File: src/rtl/key_click_decoder.sv
// Groups single-cycle key press pulses into bursts and reports click counts.
// Define KEY_CLICK_OVERRUN_EN to add the sticky overrun output.
module key_click_decoder #(
  parameter int CLK_HZ     = 100_000_000,
  parameter int GAP_MS     = 300,
  parameter int MAX_CLICKS = 3,
  localparam int CW        = $clog2(MAX_CLICKS + 1)
) (
  input  logic          clk,
  input  logic          rst_n,
  input  logic          press,
  output logic          click_valid,
  input  logic          click_ready,
`ifdef KEY_CLICK_OVERRUN_EN
  output logic          overrun,
`endif
  output logic [CW-1:0] click_count
);

  localparam int GAP_CYC = (CLK_HZ / 1000) * GAP_MS;
  localparam int TW      = $clog2(GAP_CYC);

  localparam logic [TW-1:0] T_LAST = TW'(GAP_CYC - 1);
  localparam logic [CW-1:0] C_MAX  = CW'(MAX_CLICKS);
  localparam logic [CW-1:0] C_ONE  = CW'(1);

  typedef enum logic {
    IDLE,
    COUNT
  } state_t;

  state_t        state_q, state_d;
  logic [CW-1:0] cnt_q, cnt_d;
  logic [TW-1:0] timer_q, timer_d;
  logic          valid_q, valid_d;
  logic [CW-1:0] count_q, count_d;
  logic [CW-1:0] cnt_inc;
  logic [CW-1:0] fin_val;
  logic          fin;
  logic          slot_free;

  assign cnt_inc   = cnt_q + C_ONE;
  assign slot_free = !valid_q || click_ready;

  // Burst counting: a press always beats a coincident timeout.
  always_comb begin
    state_d = state_q;
    cnt_d   = cnt_q;
    timer_d = timer_q;
    fin     = 1'b0;
    fin_val = cnt_q;
    unique case (state_q)
      IDLE: begin
        if (press) begin
          cnt_d   = C_ONE;
          timer_d = '0;
          state_d = COUNT;
        end
      end
      COUNT: begin
        if (press) begin
          timer_d = '0;
          cnt_d   = cnt_inc;
          if (cnt_inc == C_MAX) begin
            fin     = 1'b1;
            fin_val = C_MAX;
            cnt_d   = '0;
            state_d = IDLE;
          end
        end else if (timer_q == T_LAST) begin
          fin     = 1'b1;
          cnt_d   = '0;
          timer_d = '0;
          state_d = IDLE;
        end else begin
          timer_d = timer_q + TW'(1);
        end
      end
      default: state_d = IDLE;
    endcase
  end

  always_comb begin
    valid_d = valid_q;
    count_d = count_q;
    if (fin && slot_free) begin
      valid_d = 1'b1;
      count_d = fin_val;
    end else if (valid_q && click_ready) begin
      valid_d = 1'b0;
    end
  end

  always_ff @(posedge clk) begin
    if (!rst_n) begin
      state_q <= IDLE;
      cnt_q   <= '0;
      timer_q <= '0;
      valid_q <= 1'b0;
      count_q <= '0;
    end else begin
      state_q <= state_d;
      cnt_q   <= cnt_d;
      timer_q <= timer_d;
      valid_q <= valid_d;
      count_q <= count_d;
    end
  end

`ifdef KEY_CLICK_OVERRUN_EN
  logic ovr_q, ovr_d;

  assign ovr_d   = ovr_q || (fin && !slot_free);
  assign overrun = ovr_q;

  always_ff @(posedge clk) begin
    if (!rst_n) ovr_q <= 1'b0;
    else        ovr_q <= ovr_d;
  end
`endif

  assign click_valid = valid_q;
  assign click_count = count_q;

endmodule

File: config.mk
export PLATFORM = sky130hd
export DESIGN_NAME = key_click_decoder
export DESIGN_NICKNAME = d
export VERILOG_FILES = /design/src/rtl/key_click_decoder.sv
export SDC_FILE = /design/constraint.sdc
export NUM_CORES = 1
export LEC_CHECK = 0
export BUFFER_PORTS_ARGS = -buffer_cell sky130_fd_sc_hd__clkbuf_2
export CAP_MARGIN = 5
export CORE_MARGIN = 2
export CORE_UTILIZATION = 64
export DETAILED_ROUTE_END_ITERATION = 7
export GPL_TIMING_DRIVEN = 0
export PLACE_DENSITY = 0.82
export REMOVE_ABC_BUFFERS = 1
export SLEW_MARGIN = 10
export SYNTH_ARGS = -nofsm -noshare
export SYNTH_HDL_FRONTEND = slang
export SYNTH_SLANG_ARGS = --single-unit
File: constraint.sdc
create_clock -name clk -period 4.3 [get_ports clk]
set_input_delay 0.215 -clock clk [delete_from_list [all_inputs] [get_ports clk]]
set_output_delay 0.215 -clock clk [all_outputs]
set_load 0.02 [all_outputs]
==> results of run 1 <==
[routing by layer]
metal | GRT usage | part of all wire | wire (microns)
met5 | 0 | 0 | 0
met4 | 0.150 | 0.019 | 73
met3 | 0.0874 | 0.063 | 241
met2 | 0.466 | 0.47 | 1810
met1 | 0.369 | 0.44 | 1700
[sequential cells by signal, summed over array words and instances, names as in the netlist]
name and cells:
click_count 2, cnt_q 2, click_valid 1, state_q 1
timer_q 25
[path summary, 6_finish.rpt]
| check | from | endpoint | slack (ns) | cells after the start |
|---|---|---|---|---|
| max | timer_q[0] | timer_q[12] | 2.05 | 6 |
| min | click_ready | click_valid | 0.22 | 3 |
| max reg2reg | timer_q[0] | timer_q[12] | 2.05 | 6 |
| min reg2reg | click_count[1] | click_count[1] | 0.47 | 2 |
[critical path, stage by stage (launching register included)]
cell and delay (ns):
dfxtp_1 0.42, ha_1 0.26, nand3_2 0.16, nor4_2 0.55, and2_1 0.27, a21o_1 0.37, a311oi_1 0.09
[metrics by stage]
stage	total power (uW)	worst slack, ns
global route	493	1.84
floorplan	312	2.27
global placement	321	1.87
CTS	480	2.06
detailed placement	322	2.07
finish	477	2.05
[report_power, final]
part	total [uW]	switching (uW)	internal, uW
clock	161	97.4	63.6
sequential	293	4.11	289
combinational	23.1	16.2	6.85
total	477	118	359
[synthesized netlist by cell type, types with 2 or more instances]
cell type / count / area [sq um]
buf_2: 4 / 20.0
a21o_1: 2 / 15.0
and4_1: 2 / 17.5
nand4_1: 6 / 37.5
nand3_1: 8 / 40.0
nor4_1: 2 / 12.5
and2_1: 3 / 18.8
and3_1: 6 / 37.5
clkbuf_1: 5 / 18.8
or4_1: 4 / 30.0
or3_1: 3 / 18.8
a21boi_0: 2 / 15.0
nor3_1: 3 / 15.0
nor2_1: 9 / 33.8
a211oi_1: 2 / 15.0
inv_1: 6 / 22.5
nor2b_1: 4 / 25.0
nor4_2: 2 / 25.0
nand3_2: 2 / 20.0
o21ai_0: 9 / 45.0
nand2b_1: 2 / 12.5
a311oi_1: 6 / 52.6
dfxtp_1: 31 / 621
xor2_1: 2 / 17.5
nand2_1: 24 / 90.1
a31oi_1: 12 / 75.1
nor4bb_1: 2 / 20.0
a21oi_1: 15 / 75.1
[cells by family (layout without fill, tap and decap cells)]
| kind of cell | count (synthesis) | after routing |
|---|---|---|
| XOR/XNOR | 3 | 3 |
| flip-flops | 31 | 31 |
| multiplexers | 1 | 1 |
| AND/OR/NAND/NOR | 89 | 89 |
| AO/OA/AOI/OAI | 59 | 59 |
| buffers and inverters | 15 | 20 |
| adder cells (fa/ha/maj) | 1 | 1 |
[area by class of cell]
cell class / instances / area share
clock buffer: 7 / 0.0260
inverter: 6 / 0.0130
multi-input combinational: 153 / 0.561
timing repair buffer: 6 / 0.0173
clock inverter: 1 / 0.00289
tap: 30 / 0.0217
sequential: 31 / 0.358
==> results.json, run 1 <==
{
  "clock-sinks": 31,
  "synth_flop_cell": "dfxtp_1",
  "grt_overflow_total": 0,
  "hpwlAfterDp_microns": 2740,
  "p_leak_uw": 0.000579,
  "wl_per_cell_microns": 16.3,
  "nFillCells": 199,
  "avgSynthCellArea_sq_um": 8.28,
  "crit_arrival_ns": 2.45,
  "min_period_over_period": 0.522,
  "status": "complete, no violations",
  "synth-xor-area-share": 0.0159,
  "postSynth.asyncResetShare": 0,
  "port_buffers": 6,
  "gp_congestion": 0.891,
  "final_antenna_net_count": 0,
  "dieArea_sq_um": 3000,
  "place_area_sq_um": 1680,
  "worst_hold_path_type": "primary input to register",
  "cap_violations": 0,
  "setup_tns_ns": 0,
  "antenna_found_initial": 0,
  "cts_max_path_buffers": 2,
  "fp-row-count": 18,
  "routed_wl_microns": 3820,
  "htreeDepth": 2,
  "synth-edff-count": 0,
  "num_vias": 1594,
  "cts.clk_slew.worst_paths_ns": 0.10,
  "ff_latch_area_sq_um": 621,
  "clk_latency_ns": 0.33,
  "powerDensity_nw_per_um2": 276,
  "core_sq_um": 2450,
  "final_cell_mix": "dfxtp_1 (31), nand2_1 (24), a21oi_1 (15)",
  "start_util": 0.671,
  "tightest_slew_ns": 0.903,
  "crit_type": "register to register",
  "final_layout_size_suffix_gt1_frac": 0.108,
  "crit_fanout": 11,
  "synthAdderAreaFrac": 0.00759,
  "synth_mux_area_frac": 0.00607,
  "slew_viol_final": 0,
  "ys_ff_latch": 31,
  "critical_path.endpoint_type": "register",
  "grt_pass1_vias": 1417,
  "ys_seq_area_frac": 0.377,
  "post_cts_buffers": 0,
  "synthSimpleGateAreaFrac": 0.323,
  "drtPass1Iterations": 4,
  "dp_cells": 226,
  "synth_top_family_by_area": "simple AND/OR/NAND/NOR gates",
  "peakVddDrop_uv": 297,
  "drt_iter0_markers": 71,
  "min_period_ns": 2.25,
  "fmax_mhz": 445,
  "worst_ep_required_time_ns": 4.51,
  "startpoint_type": "register",
  "final_common_cell": "dfxtp_1",
  "multi_input_area_sq_um": 971,
  "die_w_microns": 54.7,
  "grt_pass1_wl_microns": 6290,
  "max_slew_margin": 0.397,
  "rsz0062_at_grt": "false",
  "area_delta_synth_final_pct": 5.09,
  "netlist_instances": 199,
  "via_per_inst": 6.81,
  "grt_max_degree": 16,
  "grt_usage": 0.298,
  "cts_tree": "done",
  "synth_compound_area_frac": 0.233,
  "syn_area_sq_um": 1650,
  "cts_root_buffer": "clkbuf_4",
  "io_pins": 7,
  "fin_skew_ns": 0.00587,
  "ctsHoldBuffers": 0,
  "post-route-util": 0.705,
  "hold_viol_final": 0,
  "synthDistinctLibCells": 49,
  "synth_warnings": 0,
  "cts_resized": 0,
  "drc_errors": 0,
  "hold_ws_ns": 0.220,
  "stdcell_count": 234,
  "cts_buffers": 5,
  "n_antenna_cell": 0,
  "layout.nets": 208,
  "die_y_microns": 54.7,
  "fin_area_sq_um": 1730,
  "setup_viol": 0
}
Power figures use the tool's default switching activity.
==> run 2, diff against run 1 <==
ABC_AREA = 1   (was default)
CORE_UTILIZATION = 61   (was 64)
PLACE_DENSITY = 0.79   (was 0.82)
clock period = 2.3 ns   (was 4.3 ns; I/O delays follow)
==> results.json, run 2 <==
{
  "drtPass1Iterations": 4,
  "grt_max_degree": 26,
  "worst_ep_required_time_ns": 2.57,
  "routed_wl_microns": 4640,
  "powerDensity_nw_per_um2": 451,
  "status": "complete, no violations",
  "port_buffers": 6,
  "final_layout_size_suffix_gt1_frac": 0.0813,
  "p_leak_uw": 0.000814,
  "die_w_microns": 60.9,
  "fin_area_sq_um": 2080,
  "hpwlAfterDp_microns": 3460,
  "fmax_mhz": 512,
  "htreeDepth": 2,
  "switchingPower_uw": 235,
  "final_antenna_net_count": 0,
  "grt_overflow_total": 0,
  "layout.nets": 337,
  "grt_pass1_vias": 1730,
  "synth-edff-count": 0,
  "cts_tree": "done",
  "grt_pass1_wl_microns": 7910,
  "area_delta_synth_final_pct": 5.33,
  "total_power_uw": 937,
  "min_period_over_period": 0.849,
  "r2r_slack_ns": 0.35,
  "startpoint_type": "register",
  "cts_resized": 0,
  "drc_errors": 0,
  "gp_congestion": 0.927,
  "drt_iter0_markers": 154,
  "timing.rr.start": "state_q",
  "fin_skew_ns": 0.00485,
  "tightest_slew_ns": 0.938,
  "worstPathCellList": "nor2_2 > inv_1 > nand2_1 > nand3_1 > a21oi_1",
  "cts.clk_slew.worst_paths_ns": 0.09,
  "crit_slowest_cell": "nor2_2",
  "die_y_microns": 60.9,
  "synth_warnings": 0,
  "dieArea_sq_um": 3700,
  "cts_max_path_buffers": 2,
  "synth_flop_cell": "dfxtp_1",
  "r2r_cells": 5,
  "ys_ff_latch": 31,
  "endpoint": "timer_q[10]",
  "io_pins": 7,
  "setup_slack_ns": 0.347,
  "largest_register": "timer_q",
  "pwr-share-comb": 0.070,
  "final_common_cell": "nand2_1",
  "netlist_instances": 326,
  "setup_viol": 0,
  "pwr-share-seq": 0.587,
  "critical_path.endpoint_type": "register",
  "largest_reg_flops": 25,
  "setup_tns_ns": 0,
  "max_slew_margin": 0.374,
  "yosysTopAreaCellShare": 0.315,
  "cap_violations": 0,
  "clock-sinks": 31,
  "synth.most_common_cell": "nand2_1",
  "final_cell_mix": "nand2_1 (106), inv_1 (42), nor2_1 (39)",
  "synthDistinctLibCells": 26,
  "avgSynthCellArea_sq_um": 6.05,
  "ctsHoldBuffers": 0,
  "grt_usage": 0.293,
  "sw_frac_of_total": 0.251,
  "slew_viol_final": 0,
  "postSynth.asyncResetShare": 0,
  "p_clk_frac": 0.343,
  "post_cts_buffers": 0,
  "syn_area_sq_um": 1970,
  "cts_buffers": 5,
  "crit_arrival_ns": 2.22,
  "start_util": 0.646,
  "place_area_sq_um": 2020,
  "hold_viol_final": 0,
  "place_worst_setup_slack_ns": 0.380,
  "fp-row-count": 20,
  "crit_type": "register to register",
  "r2r-end": "timer_q[10]",
  "cts_root_buffer": "clkbuf_4",
  "clk_latency_ns": 0.33,
  "peakVddDrop_uv": 484,
  "antenna_found_initial": 0,
  "num_vias": 1998,
  "hold_path.startpoint": "press",
  "cp_slowest_stage_delay_ns": 0.73,
  "synthTopCellsByCount": "nand2_1 (106), inv_1 (42), nor2_1 (40), dfxtp_1 (31), a21oi_1 (29)",
  "yosysTopAreaCell": "dfxtp_1",
  "ys_top_cells_by_area": "dfxtp_1 (31%), nand2_1 (20%), inv_1 (8.0%)",
  "rsz0062_at_grt": "false",
  "n_antenna_cell": 0,
  "core_sq_um": 3050,
  "min_period_ns": 1.95,
  "crit_start": "state_q",
  "worst_hold_path_type": "primary input to register",
  "p_int_uw": 702,
  "wl_per_cell_microns": 12.4,
  "crit_fanout": 23,
  "ys_seq_area_frac": 0.315,
  "via_per_inst": 5.31
}
run 2: changes by cell type in the layout (fill, tap and decap cells not counted), moves of 11 or more:
cell | previous run | this run
a21oi_1 | 15 | 29
a31oi_1 | 12 | 0
inv_1 | 6 | 42
nand2_1 | 24 | 106
nand3_1 | 8 | 19
nor2_1 | 9 | 39
run 2: cells by family after synthesis:
family / Yosys count / synth area share
AOI/OAI and AO/OA: 40 / 0.105
DFF: 31 / 0.315
xor gates and xnor gates: 7 / 0.0311
buffers and inverters: 50 / 0.102
and+or+nand+nor: 197 / 0.441
adders and majority gates: 1 / 0.00634
run 2: worst max-delay path: cells and delay by family (launching register included):
kind                   cells  cell delay (ns)
AOI/OAI and AO/OA          1             0.13
buffers and inverters      1             0.29
DFF                        1             0.36
and+or+nand+nor            3             1.11
run 2: metal layers:
metal / GRT usage / vias up / wire (microns)
li1: - / 1056 / -
met1: 0.379 / 885 / 2100
met2: 0.473 / 48 / 2200
met3: 0.0853 / 9 / 250
met4: 0.0901 / 0 / 91
met5: 0 / - / 0
run 2: power groups by stage:
stage	combinational [uW]	sequential (uW)	clock [uW]
detailed placement	66.3	562	0
global placement	63.9	562	0
CTS	66.4	550	334
global route	74.0	551	359
finish	65.9	550	321
floorplan	41.5	564	0
run 2: worst min-delay path by stage:
stage / end / slack [ns] / depth (start not counted)
2_1_floorplan: click_count[0] / 0.24 / 2
3_3_place_gp: cnt_q[0] / 0.41 / 3
3_5_place_dp: cnt_q[0] / 0.43 / 3
4_1_cts: cnt_q[0] / 0.07 / 3
5_1_grt: cnt_q[0] / 0.07 / 3
6_report: cnt_q[0] / 0.07 / 3
run 2: cell type report:
type                            instances  area, sq um
Multi-Input combinational cell        245         1150
Fill cell                             299          976
Sequential cell                        31          621
Inverter                               43          161
Tap cell                               44         55.1
Clock buffer                            6         51.3
Timing Repair Buffer                    6         30.0
Clock inverter                          1         5.00
run 2: stage by stage:
step / util / instances / hold WS, ns
after global routing: 0.680 / 376 / 0.0713
after floorplan: - / 319 / 0.236
after global placement: 0.661 / 369 / 0.413
after CTS: 0.680 / 376 / 0.0716
final: 0.680 / 376 / 0.0665
after detailed placement: 0.662 / 369 / 0.431
==> run 3, diff against run 2 <==
CORE_UTILIZATION = 55   (was 61)
PLACE_DENSITY = 0.75   (was 0.79)
clock period = 1.7 ns   (was 2.3 ns; I/O delays follow)
==> results.json, run 3 (synthesized netlist as in run 2, its figures left out) <==
{
  "setup_slack_ns": 0.0975,
  "p_leak_uw": 0.000826,
  "place_area_sq_um": 2040,
  "hpwlAfterDp_microns": 3580,
  "grt_overflow_total": 0,
  "wl_per_cell_microns": 13.1,
  "cts_buffers": 5,
  "clk_latency_ns": 0.34,
  "dieArea_sq_um": 4080,
  "area_delta_synth_final_pct": 9.58,
  "grt_pass1_wl_microns": 8820,
  "die_w_microns": 63.9,
  "layout.nets": 339,
  "crit_type": "register to register",
  "total_power_uw": 1290,
  "cts_root_buffer": "clkbuf_4",
  "worst_hold_path_type": "primary input to register",
  "via_per_inst": 5.42,
  "crit_arrival_ns": 1.88,
  "clock-sinks": 31,
  "drt_iter0_markers": 138,
  "fmax_mhz": 624,
  "hold_depth": 3,
  "min_to": "cnt_q[0]",
  "grt_max_degree": 25,
  "hold_ws_ns": 0.0535,
  "stdcell_count": 380,
  "place_worst_setup_slack_ns": -0.108,
  "final_antenna_net_count": 0,
  "startpoint_type": "register",
  "powerDensity_nw_per_um2": 599,
  "cts.clk_slew.worst_paths_ns": 0.10,
  "htreeDepth": 2,
  "r2r-end": "timer_q[10]",
  "crit_fanout": 12,
  "fp-row-count": 21,
  "antenna_found_initial": 0,
  "die_y_microns": 63.9,
  "critical_path.endpoint_type": "register",
  "hold_path.startpoint": "press",
  "r2r_cells": 8,
  "gp_congestion": 0.955,
  "hold_viol_final": 0,
  "grt_pass1_vias": 1943,
  "post_cts_buffers": 0,
  "cts_tree": "done",
  "n_antenna_cell": 0,
  "largest_reg_flops": 25,
  "start_util": 0.582,
  "num_vias": 2060,
  "max_slew_margin": 0.468,
  "setup_viol": 0,
  "multi_input_area_sq_um": 1210,
  "r2r_slack_ns": 0.1,
  "final_cell_mix": "nand2_1 (106), inv_1 (42), nor2_1 (35)",
  "cts_max_path_buffers": 2,
  "routed_wl_microns": 4980,
  "fin_skew_ns": 0.0122,
  "core_sq_um": 3390,
  "cap_violations": 0,
  "drtPass1Iterations": 4,
  "final_layout_size_suffix_gt1_frac": 0.114,
  "ff_latch_area_sq_um": 628,
  "min_period_over_period": 0.943,
  "io_pins": 7,
  "status": "complete, no violations",
  "drc_errors": 0,
  "peakVddDrop_uv": 418,
  "nFillCells": 335,
  "dp_cells": 372,
  "tightest_slew_ns": 0.797,
  "port_buffers": 6,
  "min_period_ns": 1.60,
  "grt_usage": 0.275,
  "fin_area_sq_um": 2160,
  "final_common_cell": "nand2_1",
  "worst_ep_required_time_ns": 1.98,
  "rsz0062_at_grt": "true",
  "slew_viol_final": 0,
  "timing.rr.start": "timer_q[0]",
  "largest_register": "timer_q"
}
## run 3: changes by cell type in the layout (fill, tap and decap cells not counted), sizes merged
cell and change:
buf +1, nor2 +1
## run 3: repair_timing
item	4_1_cts	5_1_grt
cloned	1	0
gates resized for setup	5	12
pin swaps	1	2
hold buffers	0	0
endpoints found under the setup margin	24	28
## run 3: power by group
group          total, uW  switching [uW]  internal, uW
Sequential           746            10.6           735
Clock                448             257           191
Combinational        101            71.7          28.9
## run 3: layer usage
layer,wire length [microns],track usage,share of wire,vias to the layer above
met5,0,0,0,-
li1,-,-,-,1053
met1,2190,0.349,0.44,923
met4,161,0.128,0.032,0
met3,326,0.0616,0.065,15
met2,2300,0.441,0.46,69
## run 3: worst max path at each step
stage | startpoint | endpoint | cells after the start
6_report | timer_q[0] | timer_q[10] | 8
5_1_grt | timer_q[5] | timer_q[18] | 9
4_1_cts | timer_q[1] | timer_q[14] | 8
3_5_place_dp | timer_q[0] | timer_q[11] | 8
3_3_place_gp | state_q | timer_q[10] | 5
2_1_floorplan | state_q | timer_q[10] | 5
## run 3: critical path, stage by stage (launching register included)
cell and delay [ns]:
dfxtp_4 0.38, ha_2 0.21, nand3_4 0.13, nor3_2 0.05
nand2_1 0.11, nor2_4 0.07, nor2_4 0.32, nand2_1 0.12
a21oi_1 0.15
## run 3: cell type report
| cell class | instances | area share |
|---|---|---|
| Sequential cell | 31 | 0.291 |
| Clock buffer | 6 | 0.0237 |
| Multi-Input combinational cell | 246 | 0.561 |
| Tap cell | 46 | 0.0266 |
| Timing Repair Buffer | 7 | 0.0208 |
| Inverter | 43 | 0.0747 |
| Clock inverter | 1 | 0.00232 |
## run 3: metrics by stage
stage | utilization | TNS, ns
after global placement | 0.596 | -7.36
final | 0.638 | 0
after detailed placement | 0.601 | -0.986
after CTS | 0.625 | 0
after global routing | 0.638 | -0.0834
after floorplan | - | 0
